### config.mk
export PLATFORM = sky130hd
export DESIGN_NAME = im_arbiter
export DESIGN_NICKNAME = d
export VERILOG_FILES = /design/src/rtl/im_pkg.sv /design/src/rtl/im_arb_core.sv /design/src/rtl/im_arbiter.sv
export SDC_FILE = /design/constraint.sdc
export NUM_CORES = 1
export LEC_CHECK = 0
export CAP_MARGIN = 25
export CORE_UTILIZATION = 31
export DETAILED_ROUTE_END_ITERATION = 12
export HOLD_SLACK_MARGIN = 0.1
export PLACE_DENSITY = 0.84
export SLEW_MARGIN = 20
export SYNTH_ARGS = -nofsm -noshare
export SYNTH_HDL_FRONTEND = slang
export SYNTH_SLANG_ARGS = --single-unit
### constraint.sdc
create_clock -name clk -period 1.7 [get_ports clk]
set_input_delay 0.34 -clock clk [delete_from_list [all_inputs] [get_ports clk]]
set_output_delay 0.34 -clock clk [all_outputs]
set_load 0.03 [all_outputs]
### src/rtl/im_pkg.sv
// rtl/im_pkg.sv - shared widths and state/tag types for the instruction memory arbiter
package im_pkg;
  localparam int IM_ADDR_W = 11;
  localparam int IM_DATA_W = 16;

  typedef enum logic {BOOT, RUN} arb_state_t;
  typedef enum logic [1:0] {TAG_NONE, TAG_FETCH, TAG_LOAD} resp_tag_t;
endpackage

### src/rtl/im_arb_core.sv
// rtl/im_arb_core.sv - per-cycle grant logic with bounded loader wait counter
module im_arb_core #(
  parameter int MAX_WAIT = 4
) (
  input  logic       clk,
  input  logic       rst_n,
  input  logic       run,
  input  logic       fetch_req,
  input  logic       ld_req,
  output logic       fetch_gnt,
  output logic       ld_gnt,
  output logic [3:0] wait_cnt
);
  localparam logic [3:0] WAIT_LIM = 4'(MAX_WAIT);

  logic [3:0] wait_d;

  always_comb begin
    fetch_gnt = 1'b0;
    ld_gnt    = 1'b0;
    if (!run) begin
      ld_gnt = ld_req;
    end else if (ld_req && (wait_cnt == WAIT_LIM)) begin
      ld_gnt = 1'b1;
    end else if (fetch_req) begin
      fetch_gnt = 1'b1;
    end else begin
      ld_gnt = ld_req;
    end
  end

  // Counts consecutive refused loader cycles; saturates at the forced-grant limit.
  always_comb begin
    wait_d = wait_cnt;
    if (!run || !ld_req || ld_gnt) begin
      wait_d = 4'd0;
    end else if (wait_cnt < WAIT_LIM) begin
      wait_d = wait_cnt + 4'd1;
    end
  end

  always_ff @(posedge clk or negedge rst_n) begin
    if (!rst_n) begin
      wait_cnt <= 4'd0;
    end else begin
      wait_cnt <= wait_d;
    end
  end
endmodule

### src/rtl/im_arbiter.sv
// rtl/im_arbiter.sv - shares the single-port instruction memory between CPU fetch and loader
module im_arbiter
  import im_pkg::*;
#(
  parameter int ADDR_W   = IM_ADDR_W,
  parameter int DATA_W   = IM_DATA_W,
  parameter int MAX_WAIT = 4,
  parameter int BOOT_EN  = 1
) (
  input  logic              clk,
  input  logic              rst_n,
  input  logic              fetch_req,
  input  logic [ADDR_W-1:0] fetch_addr,
  output logic              fetch_gnt,
  output logic              fetch_vld,
  output logic [DATA_W-1:0] fetch_instr,
  output logic              cpu_stall,
  input  logic              ld_req,
  input  logic              ld_we,
  input  logic [ADDR_W-1:0] ld_addr,
  input  logic [DATA_W-1:0] ld_wdata,
  output logic              ld_gnt,
  output logic              ld_rvld,
  output logic [DATA_W-1:0] ld_rdata,
  input  logic              ld_done,
  output logic [ADDR_W-1:0] mem_addr,
  output logic              mem_rd_en,
  output logic              mem_wr_en,
  output logic [DATA_W-1:0] mem_wdata,
  input  logic [DATA_W-1:0] mem_rdata
);
  localparam arb_state_t RESET_STATE = (BOOT_EN != 0) ? BOOT : RUN;

  arb_state_t        state_q, state_d;
  resp_tag_t         tag_q, tag_d;
  logic [DATA_W-1:0] instr_q, rdata_q;
  logic              run;
  logic [3:0]        wait_cnt;

  assign run = (state_q == RUN);

  im_arb_core #(.MAX_WAIT(MAX_WAIT)) u_core (
    .clk       (clk),
    .rst_n     (rst_n),
    .run       (run),
    .fetch_req (fetch_req),
    .ld_req    (ld_req),
    .fetch_gnt (fetch_gnt),
    .ld_gnt    (ld_gnt),
    .wait_cnt  (wait_cnt)
  );

  always_comb begin
    state_d   = state_q;
    cpu_stall = 1'b1;
    if (state_q == BOOT) begin
      if (ld_done) state_d = RUN;
    end else begin
      cpu_stall = fetch_req & ~fetch_gnt;
    end
  end

  always_comb begin
    tag_d = TAG_NONE;
    if (fetch_gnt) begin
      tag_d = TAG_FETCH;
    end else if (ld_gnt && !ld_we) begin
      tag_d = TAG_LOAD;
    end
  end

  // The tag marks which requester owns the data the IM returns this cycle.
  always_ff @(posedge clk or negedge rst_n) begin
    if (!rst_n) begin
      state_q <= RESET_STATE;
      tag_q   <= TAG_NONE;
      instr_q <= '0;
      rdata_q <= '0;
    end else begin
      state_q <= state_d;
      tag_q   <= tag_d;
      if (tag_q == TAG_FETCH) instr_q <= mem_rdata;
      if (tag_q == TAG_LOAD)  rdata_q <= mem_rdata;
    end
  end

  assign fetch_vld   = (tag_q == TAG_FETCH);
  assign ld_rvld     = (tag_q == TAG_LOAD);
  assign fetch_instr = fetch_vld ? mem_rdata : instr_q;
  assign ld_rdata    = ld_rvld ? mem_rdata : rdata_q;

  assign mem_addr  = fetch_gnt ? fetch_addr : (ld_gnt ? ld_addr : '0);
  assign mem_rd_en = fetch_gnt | (ld_gnt & ~ld_we);
  assign mem_wr_en = ld_gnt & ld_we;
  assign mem_wdata = mem_wr_en ? ld_wdata : '0;
endmodule

=== Word-level counts from Yosys, hierarchy flattened ===
Index checks and enable logic that the tools add are counted.

* $add $sub $neg: 1
* $lt $le $gt $ge: 1
* Equal/unequal tests: 3
* Multiplexer cells: 18
* Bitwise operators: 6
* Reductions and logical operators: 8

{| class="wikitable"
|+ Operator list
! kind !! number
|-
| 16-bit two-way mux || 3
|-
| 11-bit two-way mux || 2
|-
| 1-bit two-way mux || 9
|-
| 4-bit two-way mux || 2
|-
| 4-bit by 1-bit adder with 4-bit output, second input constant || 1
|-
| 4-bit by 3-bit equality test with 1-bit output, second input constant || 1
|-
| 4-bit by 3-bit less-than comparator with 1-bit output, second input constant || 1
|-
| 2-bit two-way mux || 2
|-
| 1-bit bitwise AND || 3
|-
| 1-bit logical NOT || 3
|-
| 2-bit by 1-bit equality test with 1-bit output, second input constant || 1
|-
| 2-bit equality test, second input constant || 1
|-
| 1-bit logical AND || 2
|-
| 1-bit logical OR || 2
|-
| 1-bit NOT || 2
|-
| 2-bit nonzero test || 1
|-
| 1-bit bitwise OR || 1
|}

* Register bits: 39
* Input bits: 60
* Output and inout bits: 66

=== Longest topological paths before layout ===
* Depth after elaboration: 7
* Gate-level depth with buffers: 6

=== By module ===
From an unflattened synthesis, not the netlist that was laid out.

* Cells, all modules: 140
* Area total of the unflattened synthesis: 1881.8 µm²

{| class="wikitable"
|+ By module, submodules not included
! module !! times used !! cells each !! area each (µm²) !! seq. area each (µm²)
|-
| im_arbiter || 1 || 116 || 1650.3 || 875.8
|-
| im_arb_core || 1 || 24 || 231.5 || 100.1
|}

=== Least setup slack after synthesis ===
No wires, ideal clock.

* Path kind: flip-flop to output port
* Start point: reg u_core.wait_cnt[0]
* End point: out mem_addr[2]
* Arrival time: 1.565 ns
* Setup slack: -0.205 ns
* Cell stages (with the launch flop): 7
* Buffers on the path: 1
* Cells stage by stage: dfrtp_1 > inv_1 > ha_1 > and4b_4 > nor2_2 > buf_2 > a22o_1

{| class="wikitable"
|+ RTL lines
! element !! RTL line !! source
|-
| start, declared || im_arb_core.sv:12 || <nowiki>output logic [3:0] wait_cnt</nowiki>
|-
| start signal, assigned || im_arb_core.sv:46 || <nowiki>wait_cnt <= wait_d;</nowiki>
|-
| 4-bit by 3-bit equality test with 1-bit output || im_arb_core.sv:23 || <nowiki>end else if (ld_req && (wait_cnt == WAIT_LIM)) begin</nowiki>
|-
| 1-bit logical AND || im_arb_core.sv:23 ||
|-
| 1-bit two-way mux || im_arb_core.sv:23 ||
|-
| 1-bit two-way mux || im_arb_core.sv:21 || <nowiki>if (!run) begin</nowiki>
|-
| named net fetch_gnt || im_arbiter.sv:14 || <nowiki>output logic fetch_gnt,</nowiki>
|-
| 11-bit two-way mux || im_arbiter.sv:92 || <nowiki>assign mem_addr = fetch_gnt ? fetch_addr : (ld_gnt ? ld_addr : '0);</nowiki>
|-
| end, declared || im_arbiter.sv:26 || <nowiki>output logic [ADDR_W-1:0] mem_addr,</nowiki>
|}

The timed path passes the listed nets, and every way through them passes these cells.

=== Final worst setup path ===
* Start point: reg u_core.wait_cnt[0]
* End point: out mem_addr[2]

* Word-level cells in the longest chain between the ends: 6

{| class="wikitable"
|+ RTL lines
! element !! RTL line
|-
| 4-bit by 3-bit equality test with 1-bit output * || im_arb_core.sv:23
|-
| 1-bit logical AND * || im_arb_core.sv:23
|-
| 1-bit two-way mux || im_arb_core.sv:23
|-
| 1-bit two-way mux || im_arb_core.sv:21
|-
| 11-bit two-way mux || im_arbiter.sv:92
|-
| 11-bit two-way mux * || im_arbiter.sv:92
|}

Every way passes the cells marked *; elsewhere a longest branch is shown, timed or not.

==> results list <==
* Run status: complete, but fails checks
- Violations in the final reports: negative setup slack
- IO Port Bufs: 125
- Counting flops and latches in the post-synthesis netlist gives 39.
- Die Height: 77.5 µm
* Post-route DRC violation count: 0
- Hold Vio Cnt, Final: 0
- Max-cap violations in this run came to 0.
- For this run, the total global-route usage over all layers was measured as a little over 20%.
- Clock Root Buffer: clkbuf_8
- Total of fill cells in the finished design: approximately 370
- Antenna violation net count after detailed routing: 0
* Most numerous cell types in the synthesized netlist: dfrtp_1, mux2_2, and3_1, a22o_1, buf_2
* Synth Area per Inst: 12.9 µm²
* Number of search-and-repair iterations in the first detailed-routing pass: 4
- Of all nets on the critical path, the largest fanout is 14.
* Sum of overflow across all layers after global routing: 0
- DIE WIDTH: 77.5 µm
- The floorplan step defined a die boundary enclosing 6000 µm².
* Distinct cell type count of the synthesized netlist: 23
- Final Slew Violations: 0
* Period Utilization, post-route: 124%
- TritonCTS built the clock tree.
- I/O pin count: approximately 130
- Yosys mapped a number of flops with a built-in enable equal to 0.
- 0 antenna diodes ended up in the layout.
- Dividing total power by cell area gives a power density of 825 nW/µm².
- Counting every instance in the synthesized netlist gives 137.
- For the worst-skew pair, the clock arrives at the later sink with an insertion delay of 0.29 ns.
* Remaining max-slew budget at the tightest pin: ~67%
- At the pin with the least slew margin, the transition time is between 0.4 and 0.5 ns.
* Number of nets at the end of the flow: 353
- Top cells by area in the synthesized netlist: dfrtp_1, mux2_2, and3_1, a22o_1, buf_2
* Largest buffer count on any clock path: 2
- Cell taking the most area after synthesis: dfrtp_1
* GP Congestion: a little under 0.8
- The analysis attributes to cell leakage a power of approximately 1.8 nW.
* Post-synthesis net count: slightly below 200
- WL per Instance: around 17 µm
* Worst clock skew: between 0.001 and 0.0015 ns
- The number of antenna violations at the first check in global routing is 0.
* Design Area, Final: between 3000 and 4000 µm²
* Clock Sinks: 39
* First-pass GRT wire length: roughly 9300 µm
- In this run the cell area measured after placement is 3220 µm².
- VDD sags by at most 0.000410 V.
* Data arrival, critical path: ~1.8 ns
- Part of the Yosys area used for sequential elements: 55.2%
* Type of the worst min-delay path: in -> async
- The worst setup path is captured at an output port.
- Ys async rst share: 100%
* Count of warnings emitted by yosys: 0
- Summed over all layers, the routed wires come to 6030 µm.
- DP Wirelength: 3610 µm
* Type of element launching the critical path: register
- At the worst endpoint, the required time is 1.36 ns.
* Setup violators final: 64
* Dominant synthesized flop cell: dfrtp_1
- Min Clock Period, post-route: 2.10 ns
- Syn Std Cell Area: 1770 µm²
* Category of the most critical setup path: reg -> out
- The most common cell in the synthesized netlist is dfrtp_1.
- Counting the buffers created by CTS gives 5.
- In the final layout, the share of cells above drive strength 1 is 58.9%.
- After floorplanning, the core was sized to cover 5510 µm².
* Effective utilization at floorplan: 32.1%
- H-tree depth: 2
- Cell Rows: 27
* Peak Freq: 476 MHz
* Worst-case setup slack after placement: -0.475 ns
* Portion of synthesized cell area occupied by the leading cell type: approximately 55%
- Routed via count: 1724
* PnR Total Power: 3.17 mW
- Entering global routing, the biggest net connects 40 pins.
* Vias in the first global route: 1830
* Post-route setup slack: -0.402 ns
* Register clock-pin slew on the reported worst setup and hold paths: around 0.07 ns
* Area Overhead vs Synth: 117%
- DRC violation total after the first TritonRoute iteration: 31
- Per-cell via count in the routed design: around 4.7
- Setup repair after global routing could not meet its margin everywhere.
==> metrics by stage <==
step	cells	hold WS (ns)	setup TNS [ns]	utilization, %
2_1_floorplan	137	0.0444	-0.703	-
6_report	364	0.0991	-17.55	69.7
5_1_grt	364	0.129	-22.88	69.7
4_1_cts	361	0.111	-18.87	69.2
3_5_place_dp	338	0.423	-17.00	58.4
3_3_place_gp	338	0.417	-14.85	58.4
==> area by class of cell <==
| type | instances | area (µm²) | area share (%) |
|---|---|---|---|
| inverters | 5 | 18.8 | 0.489 |
| flip-flops and latches | 39 | 976 | 25.4 |
| clock buffers | 7 | 76.3 | 1.99 |
| clock inverters | 1 | 5.00 | 0.130 |
| multi-input cells | 86 | 1020 | 26.7 |
| repair buffers | 154 | 1650 | 42.9 |
| well taps | 72 | 90.1 | 2.35 |
==> worst paths after layout <==
check / start / end / slack [ns] / depth (start not counted)
max: u_core.wait_cnt[0] / mem_addr[2] / -0.40 / 7
min: rst_n / instr_q[4] / 0.1 / 2
max reg2reg: tag_q[0] / rdata_q[5] / 0.30 / 5
min reg2reg: rdata_q[6] / rdata_q[6] / 0.50 / 1
max in group asynchronous: rst_n / rdata_q[13] / 1.25 / 2
min in group clk: rdata_q[6] / rdata_q[6] / 0.50 / 1
==> repair_timing <==
item                                    in CTS  in global routing
hold buffers                                 0                  0
setup buffers                               11                  5
resized for setup                          179                 15
pin swaps                                    2                  0
endpoints found under the setup margin      64                 64
cloned                                       4                  0
==> power by group <==
| part | switching (mW) | internal, mW | leakage [nW] |
|---|---|---|---|
| Sequential | 0.0445 | 1.07 | 0.466 |
| Combinational | 0.696 | 0.767 | 1.33 |
| Clock | 0.304 | 0.288 | 0.0422 |
==> per-layer routing <==
| metal | share of wire (%) | up-vias | GRT usage (%) |
|---|---|---|---|
| met5 | 0 | - | 0 |
| li1 | - | 799 | - |
| met4 | 2.2 | 0 | 7.55 |
| met3 | 8.0 | 11 | 6.71 |
| met1 | 37 | 820 | 22.5 |
| met2 | 53 | 94 | 37.2 |
==> state kept, by name, summed over array words and instances, names as in the netlist <==
register,count
run,1
rdata_q,16
u_core.wait_cnt,4
tag_q,2
instr_q,16
==> cells in the final DEF, fill, tap and decap left out, drive strengths merged <==
| cell type | synthesis | layout |
|---|---|---|
| ha | 2 | 2 |
| a21o | 2 | 4 |
| a22o | 11 | 11 |
| nor2 | 5 | 5 |
| clkdlybuf4s50 | 0 | 58 |
| nand2b | 1 | 1 |
| or2 | 1 | 1 |
| dfrtp | 39 | 39 |
| and2 | 2 | 2 |
| o21ai | 1 | 1 |
| a21oi | 2 | 2 |
| and4b | 1 | 1 |
| buf | 8 | 96 |
| xnor2 | 1 | 1 |
| inv | 5 | 5 |
| mux2 | 32 | 32 |
| nor2b | 1 | 1 |
| and3 | 16 | 16 |
| clkinv | 0 | 1 |
| o2111ai | 1 | 1 |
| clkbuf | 1 | 7 |
| nand2 | 5 | 5 |
==> critical path, stage by stage (launching register included) <==
cell	delay [ns]
dfrtp_1	0.38
inv_1	0.06
ha_2	0.17
and4b_4	0.29
nor2_2	0.06
buf_12	0.15
a22o_4	0.22
buf_6	0.13
==> cells by family after synthesis <==
family,Yosys count,share of synthesized area [%]
and+or+nand+nor,32,10.5
buffers and inverters,14,3.89
DFF,39,55.2
muxes,32,20.4
adders and majority gates,2,1.42
AOI/OAI and AO/OA,17,8.07
xor gates and xnor gates,1,0.496
(Power assumes the default switching activity.)
